File: src/rtl/uart_rx_core_pkg.sv
// -----------------------------------------------------------------------------
// uart_rx_core_pkg
//   Shared definitions for the UART receive path.
//   - rx_state_t : receiver FSM state encoding (3 bits, shared with TX tooling)
//   - OVS_MID    : oversample tick index at the centre of the start bit
//   - OVS_LAST   : oversample tick index that ends one bit period
// -----------------------------------------------------------------------------
package uart_rx_core_pkg;

    typedef enum logic [2:0] {
        IDLE   = 3'd0,
        START  = 3'd1,
        DATA   = 3'd2,
        PARITY = 3'd3,
        STOP   = 3'd4,
        BREAK  = 3'd5
    } rx_state_t;

    localparam logic [3:0] OVS_MID  = 4'd7;
    localparam logic [3:0] OVS_LAST = 4'd15;

endpackage

File: src/rtl/uart_rx_sync.sv
// -----------------------------------------------------------------------------
// uart_rx_sync
//   Two-flop synchroniser for an asynchronous, idle-high serial line.
//   Both flops reset to 1 so a line held in reset never looks like a start bit.
// Ports:
//   CLK    in  system clock
//   RST_N  in  synchronous active-low reset
//   D      in  asynchronous input
//   Q      out synchronised copy of D (2 CLK latency)
// -----------------------------------------------------------------------------
module uart_rx_sync (
    input  logic CLK,
    input  logic RST_N,
    input  logic D,
    output logic Q
);

    logic sync_p0;
    logic sync_p1;

    always_ff @(posedge CLK) begin
        if (!RST_N) begin
            sync_p0 <= 1'b1;
            sync_p1 <= 1'b1;
        end else begin
            sync_p0 <= D;
            sync_p1 <= sync_p0;
        end
    end

    assign Q = sync_p1;

endmodule

File: src/rtl/uart_rx_core.sv
// -----------------------------------------------------------------------------
// uart_rx_core
//   UART receive engine driven by a 16x-baud tick. Detects start bits with a
//   mid-bit glitch check, samples each data bit at its centre, optionally
//   checks parity, checks the stop bit and presents one word per frame.
// Parameters:
//   DATA_BITS   data bits per frame (5..8), LSB first on the line
//   PARITY_EN   1 = one parity bit follows the data bits
//   PARITY_ODD  1 = odd parity, 0 = even parity
// Ports:
//   CLK          in   system clock
//   RST_N        in   synchronous active-low reset
//   BAUD_X16_EN  in   1-CLK tick at 16x baud rate
//   RXD          in   asynchronous serial input, idle high
//   RX_DATA      out  last received word, held until the next frame completes
//   RX_DATA_RDY  out  1-CLK pulse when RX_DATA / FRM_ERR / PAR_ERR update
//   FRM_ERR      out  stop bit sampled low in the last frame
//   PAR_ERR      out  parity mismatch in the last frame
//   RX_BUSY      out  receiver is not idle
// -----------------------------------------------------------------------------
module uart_rx_core
    import uart_rx_core_pkg::*;
#(
    parameter int DATA_BITS  = 8,
    parameter int PARITY_EN  = 0,
    parameter int PARITY_ODD = 0
) (
    input  logic                 CLK,
    input  logic                 RST_N,
    input  logic                 BAUD_X16_EN,
    input  logic                 RXD,
    output logic [DATA_BITS-1:0] RX_DATA,
    output logic                 RX_DATA_RDY,
    output logic                 FRM_ERR,
    output logic                 PAR_ERR,
    output logic                 RX_BUSY
);

    localparam logic [2:0] LAST_BIT = 3'(DATA_BITS - 1);
    localparam logic       ODD_SEL  = (PARITY_ODD != 0);

    logic                 rxd_s;
    rx_state_t            state_q, state_d;
    logic [3:0]           ov_cnt_q, ov_cnt_d;
    logic [2:0]           bit_cnt_q, bit_cnt_d;
    logic [DATA_BITS-1:0] shift_q, shift_d;
    logic                 par_err_q, par_err_d;
    logic                 commit;

    uart_rx_sync u_sync (
        .CLK   (CLK),
        .RST_N (RST_N),
        .D     (RXD),
        .Q     (rxd_s)
    );

    always_ff @(posedge CLK) begin
        if (!RST_N) begin
            state_q     <= IDLE;
            ov_cnt_q    <= '0;
            bit_cnt_q   <= '0;
            shift_q     <= '0;
            par_err_q   <= 1'b0;
            RX_DATA     <= '0;
            RX_DATA_RDY <= 1'b0;
            FRM_ERR     <= 1'b0;
            PAR_ERR     <= 1'b0;
        end else begin
            state_q     <= state_d;
            ov_cnt_q    <= ov_cnt_d;
            bit_cnt_q   <= bit_cnt_d;
            shift_q     <= shift_d;
            par_err_q   <= par_err_d;
            RX_DATA_RDY <= commit;
            if (commit) begin
                RX_DATA <= shift_q;
                FRM_ERR <= ~rxd_s;
                PAR_ERR <= (PARITY_EN != 0) ? par_err_q : 1'b0;
            end
        end
    end

    always_comb begin
        state_d   = state_q;
        ov_cnt_d  = ov_cnt_q;
        bit_cnt_d = bit_cnt_q;
        shift_d   = shift_q;
        par_err_d = par_err_q;
        commit    = 1'b0;

        if (BAUD_X16_EN) begin
            case (state_q)
                IDLE: begin
                    if (!rxd_s) begin
                        state_d  = START;
                        ov_cnt_d = '0;
                    end
                end
                START: begin
                    // Re-check the line half a bit later; a short low pulse
                    // is treated as noise and dropped without any flags.
                    if (ov_cnt_q == OVS_MID) begin
                        ov_cnt_d  = '0;
                        bit_cnt_d = '0;
                        state_d   = rxd_s ? IDLE : DATA;
                    end else begin
                        ov_cnt_d = ov_cnt_q + 4'd1;
                    end
                end
                DATA: begin
                    // Counter was zeroed at start-bit centre, so wrapping at
                    // OVS_LAST lands on the centre of each data bit.
                    ov_cnt_d = ov_cnt_q + 4'd1;
                    if (ov_cnt_q == OVS_LAST) begin
                        shift_d   = {rxd_s, shift_q[DATA_BITS-1:1]};
                        bit_cnt_d = bit_cnt_q + 3'd1;
                        if (bit_cnt_q == LAST_BIT) begin
                            state_d = (PARITY_EN != 0) ? PARITY : STOP;
                        end
                    end
                end
                PARITY: begin
                    ov_cnt_d = ov_cnt_q + 4'd1;
                    if (ov_cnt_q == OVS_LAST) begin
                        par_err_d = ((^shift_q) ^ rxd_s) != ODD_SEL;
                        state_d   = STOP;
                    end
                end
                STOP: begin
                    ov_cnt_d = ov_cnt_q + 4'd1;
                    if (ov_cnt_q == OVS_LAST) begin
                        commit  = 1'b1;
                        // Returning to IDLE mid stop bit lets the next start
                        // edge be caught with no inter-frame gap.
                        state_d = rxd_s ? IDLE : BREAK;
                    end
                end
                BREAK: begin
                    // Hold off until the line goes high so a long low level
                    // is not mistaken for a stream of start bits.
                    if (rxd_s) begin
                        state_d = IDLE;
                    end
                end
                default: begin
                    state_d = IDLE;
                end
            endcase
        end
    end

    assign RX_BUSY = (state_q != IDLE);

endmodule

File: config.mk
export PLATFORM = sky130hd
export DESIGN_NAME = uart_rx_core
export DESIGN_NICKNAME = d
export VERILOG_FILES = /design/src/rtl/uart_rx_core_pkg.sv /design/src/rtl/uart_rx_sync.sv /design/src/rtl/uart_rx_core.sv
export SDC_FILE = /design/constraint.sdc
export NUM_CORES = 1
export LEC_CHECK = 0
export BUFFER_PORTS_ARGS = -buffer_cell sky130_fd_sc_hd__buf_2
export CORE_ASPECT_RATIO = 1.4
export CORE_UTILIZATION = 34
export DETAILED_ROUTE_END_ITERATION = 10
export GPL_TIMING_DRIVEN = 0
export PLACE_DENSITY = 0.54
export SYNTH_ARGS = -nofsm -noshare
export SYNTH_HDL_FRONTEND = slang
export SYNTH_SLANG_ARGS = --single-unit
export TNS_END_PERCENT = 10
File: constraint.sdc
create_clock -name CLK -period 3 [get_ports CLK]
set_input_delay 0.3 -clock CLK [delete_from_list [all_inputs] [get_ports CLK]]
set_output_delay 0.3 -clock CLK [all_outputs]
set_load 0.01 [all_outputs]
Word level (Yosys, flattened, before mapping):

Index checks and enable logic that the tools add are counted.

* memory bits (read-only): 0
* bits in latches: 0
* output and inout bits: 12
* logic and storage cells: 55
* bits of input ports: 4
* bits in writable memories: 0
* memories kept: 0
* flip-flop bits (word level): 30

* mux-type cells: 19
* reductions and logical operators: 9
* bitwise logic cells: 1
* equal/unequal tests: 15
* divide/modulo/power cells: 0
* order comparisons: 0
* multiply operators: 0
* add/sub/neg operators: 2
* shift-type cells: 0

Operator list (count)
* $mux 3: 10
* $pmux 3 s6: 1
* $ne 2x2->1 const B: 6
* $pmux 4 s3: 1
* $eq 3x3->1 const B: 3
* $mux 4: 2
* $reduce_and 8->1: 1
* $eq 3x2->1 const B: 2
* $pmux 3 s2: 1
* $reduce_and 3->1: 2
* $reduce_bool 3->1: 2
* $add 4x1->4 const B: 1
* $eq 4x3->1 const B: 1
* $eq 4x4->1 const B: 1
* $reduce_and 4->1: 1
* $add 3x1->3 const B: 1
* $eq 3x1->1 const B: 1
* $logic_not 3->1: 1
* $mux 1: 3
* $reduce_or 3->1: 1
* $mux 2: 1
* $ne 2x1->1 const B: 1
* $reduce_bool 2->1: 1
* $not 1->1: 1

Logic depth before layout (Yosys ltp):

* depth in word-level cells: 4
* mapped depth: 6
* mapped depth without buffers: 6

Modules after synthesis:

Synthesis repeated with hierarchy kept, for this count alone.

* cells, all modules: 144
* area total of the unflattened synthesis: 1392.6 um2

Modules (own cells, without submodules)
* uart_rx_core: times used 1, cells an instance 140, area an instance 1340.0 um2
* uart_rx_sync: times used 1, cells an instance 4, area an instance 52.6 um2

Least setup slack after synthesis:

No wires, ideal clock.

* path kind: register to register
* from: register ov_cnt_q[0]
* to: register ov_cnt_q[0]
* stages on the path, launching flop included: 6
* path buffers: 0
* setup time: 70 ps
* path slack: 1448 ps
* period minus slack after synthesis: 1552 ps
* arrival time: 1482 ps
* cells stage by stage: dfxtp_1 ha_1 and3b_1 o311a_4 or3_1 a21boi_1

* cells in the longest elaborated chain, start to end: 3
* elaborated cells on any way between the ends: 4
* classes of those cells: 1 x add/sub; 1 x eq/ne; 2 x mux

RTL lines
* start, declared: line uart_rx_core.sv:44 `logic [3:0] ov_cnt_q, ov_cnt_d;`
* start signal, assigned: line uart_rx_core.sv:70 `ov_cnt_q <= ov_cnt_d;`
* $add 4x1->4 / $eq 4x3->1 (equally long branches)
* $mux 4: line uart_rx_core.sv:102 `if (ov_cnt_q == OVS_MID) begin`
* $pmux 4 s3 (*): line uart_rx_core.sv:92 `case (state_q)`

Mark *: on every way between the ends. The rest lies on a longest branch, timed or not.
A chain may end at the register's enable or synchronous reset.

Worst setup path in the final report:

* from: register ov_cnt_q[0]
* to: register RX_DATA[2]

* cells in the longest elaborated chain, start to end: 4

RTL lines
* $eq 4x4->1: line uart_rx_core.sv:131 `if (ov_cnt_q == OVS_LAST) begin`
* $mux 1: line uart_rx_core.sv:131
* $mux 1: line uart_rx_core.sv:92
* $mux 1: line uart_rx_core.sv:91 `if (BAUD_X16_EN) begin`
* end signal, assigned: line uart_rx_core.sv:76 `RX_DATA <= shift_q;`
* end, declared: line uart_rx_core.sv:32 `output logic [DATA_BITS-1:0] RX_DATA,`

No other way between the ends.

==> flow_summary_export.csv <==
group,metric,value,unit
status,status,"completed",
synthesis,synth-seq-area-share,40.47,%
clock_network,cts_buffers,5,
critical_path,required,3170,ps
critical_path,crit_path_start_kind,"register",
clock_network,post_cts_resized,0,
critical_path,critPathMaxFanout,9,
placement,routabilityCongestion,0.7671,
synthesis,netlist_area,1484,sq um
synthesis,synth_nets,155,
timing,final.setup_skew,5.611,ps
clock_network,clock-root-buffer,"clkbuf_8",
die,io_pins,16,
clock_network,ctsHoldBuffers,0,
synthesis,ys_seq_elements,30,
global_routing,grt_max_degree,11,
routing,firstDrtPassIters,4,
timing,final-hold-violation-count,0,
die,chipWidth,57.84,um
power_and_ir_drop,leakagePower,0.6989,nW
critical_path,r2r_start,"ov_cnt_q[0]",
global_routing,grtUsageTotal,14.44,%
final_layout,drive_gt1_share,20.00,%
clock_network,clkTransAtPathRegs,60,ps
routing,routed_wl,2817,um
synthesis,synth_warnings,0,
global_routing,grt_pass1_wl,4981,um
critical_path,crit_type,"register to register",
final_layout,layout.cells.non_filler,215,
final_layout,syn_to_final_growth,15.94,%
critical_path,crit_buf_inv,0,
timing,slew_viol_final,0,
critical_path,crit_chain,"ha_1, nand4_2, nor2_8, mux2i_1, nor2b_1",
global_routing,grt_pass1_vias,1103,
synthesis,synthCells,148,
routing,viasPerCell,5.033,
critical_path,cp.arrival,1850,ps
final_layout,fill_cells,417,
timing,period_share,56.15,%
worst_hold_path,min_path_type,"input port to register",
placement,numPortBuffers,14,
critical_path,critPathMaxStageDelay,360,ps
synthesis,ys_types,42,
routing,drtIter0Drc,14,
critical_path,cp-end-kind,"register",
routing,vias,1082,
power_and_ir_drop,p_per_area,478.7,nW/um^2
routing,drc,0,
synthesis,async_reset_ff_share,0,%
synthesis,synth_area_leaders,"dfxtp_1, mux2i_1, nor2b_1",
routing,wl_per_cell,13.10,um
timing,finalSetupTns,0,ps
clock_network,insertion_delay,280,ps
global_routing,antenna_found_initial,0,
run,drv_cap,0,
critical_path,cp.depth,5,
synthesis,synth_top_area_share,40.47,%
die,row_count,28,
timing,setup_viol,0,
critical_path,critPathSlowestCell,"dfxtp_1",
clock_network,htree_levels,2,
die,start_util,35.30,%
die,core_area,4204,sq um
clock_network,cts_buffer_depth,2,
synthesis,synth_top_area_cell,"dfxtp_1",
final_layout,antenna_cells,0,
synthesis,synth_ff_type,"dfxtp_1",
power_and_ir_drop,vdd_drop_max,0.3225,mV
die,die_h,80.17,um
timing,period_needed,1685,ps
placement,dp_hpwl,2093,um
critical_path,startpoint,"ov_cnt_q[0]",
placement,dp.cells,207,
critical_path,r2r-end,"RX_DATA[2]",
clock_network,cts_tree,"yes",
timing,fmax,593.6,MHz
critical_path,r2r_slack,1320,ps
critical_path,endpoint,"RX_DATA[2]",
synthesis,synth_edf_count,0,
synthesis,syn_area_per_cell,10.03,sq um
global_routing,grt-ovfl-total,0,
critical_path,reg2regPathDepth,5,
clock_network,clock-sinks,30,
critical_path,cp_top_family,"simple AND/OR/NAND/NOR gates",
clock_network,postCtsSetupRepairBufs,0,
routing,postRouteAntennaNets,0,
timing,rsz0062_at_grt,"false",
die,dieArea,4637,sq um
final_layout,nets,176,
## final cells by class
type	instances	area, sq um	share of cell area, %
buffer	9	50.05	2.909
inverter	2	7.507	0.4364
tap	45	56.30	3.273
multi-input combinational	107	825.8	48.00
clock buffer	8	110.1	6.400
timing repair buffer	14	70.07	4.073
sequential	30	600.6	34.91
## metal layers
layer | wire length (um) | share of wire (%) | global-route usage, %
met3 | 102 | 3.6 | 3.865
met1 | 1204 | 43 | 15.13
met2 | 1449 | 51 | 24.83
met5 | 0 | 0 | 0
met4 | 60 | 2.1 | 9.524
## cell usage in the layout, fill, tap and decap left out, drive strengths merged, types with 2 or more instances in the layout
cell type | synthesis | layout
ha | 3 | 3
o21a | 4 | 4
or3b | 3 | 3
mux2i | 19 | 19
dfxtp | 30 | 30
nor2b | 17 | 17
or4b | 2 | 2
a21oi | 2 | 2
o21ai | 2 | 2
and2 | 4 | 4
clkbuf | 3 | 11
nand2 | 7 | 7
nor3 | 3 | 3
a21boi | 4 | 4
buf | 6 | 20
nand2b | 5 | 5
nor2 | 6 | 6
inv | 2 | 2
nand3b | 2 | 2
nor4 | 2 | 2
nand3 | 6 | 6
## cells in the mapped netlist, types with 2 or more instances
cell type / instances
mux2i_1: 19
nand3b_1: 2
buf_2: 4
nand2_1: 7
o21a_1: 4
a21oi_1: 2
nor2b_1: 17
nor4_1: 2
a21boi_1: 4
inv_1: 2
clkbuf_1: 3
or3b_1: 2
and2_1: 4
ha_1: 3
nor2_1: 4
nand2b_1: 5
or4b_1: 2
nor2_8: 2
nor3_1: 3
nand3_1: 6
dfxtp_1: 30
## kinds of logic after synthesis
kind of cell | Yosys count | share of synthesized area [%]
AO/OA/AOI/OAI | 20 | 11.30
other | 1 | 0.2527
adder cells (fa/ha/maj) | 3 | 2.530
buffers and inverters | 11 | 3.879
flip-flops | 30 | 40.47
AND/OR/NAND/NOR | 64 | 28.75
multiplexers | 19 | 12.82
## how the worst min path moves through the flow
stage / startpoint / to / depth (start not counted)
detailed placement: u_sync.sync_p0 / u_sync.Q / 1
floorplan: RST_N / u_sync.Q / 1
global placement: u_sync.sync_p0 / u_sync.Q / 1
CTS: RXD / u_sync.sync_p0 / 2
finish: RXD / u_sync.sync_p0 / 2
global route: RXD / u_sync.sync_p0 / 2
## through the flow
stage	worst slack, ps	instance area, sq um	hold slack, ps	util, %	power [mW]
after detailed placement	1313	1610	397.8	38.30	0.4504
after global placement	1347	1610	390.2	38.30	0.4504
after floorplan	1448	1484	373.0	-	0.4392
after CTS	1292	1720	188.3	40.92	0.8400
after global routing	1160	1720	201.5	40.92	0.8563
final	1315	1720	199.7	40.92	0.8236
## registers in the layout, indices dropped and copies added, names as in the netlist
register        cells
RX_DATA             8
shift_q             8
ov_cnt_q            4
bit_cnt_q           3
state_q             3
FRM_ERR             1
RX_DATA_RDY         1
u_sync.Q            1
u_sync.sync_p0      1
## where the power goes
part / leakage [nW] / switching, mW / internal [mW]
logic: 0.399 / 0.0208 / 0.0177
registers: 0.242 / 0.00208 / 0.401
clock network: 0.0575 / 0.151 / 0.231
Note: power is estimated with default switching activity, not from simulation.
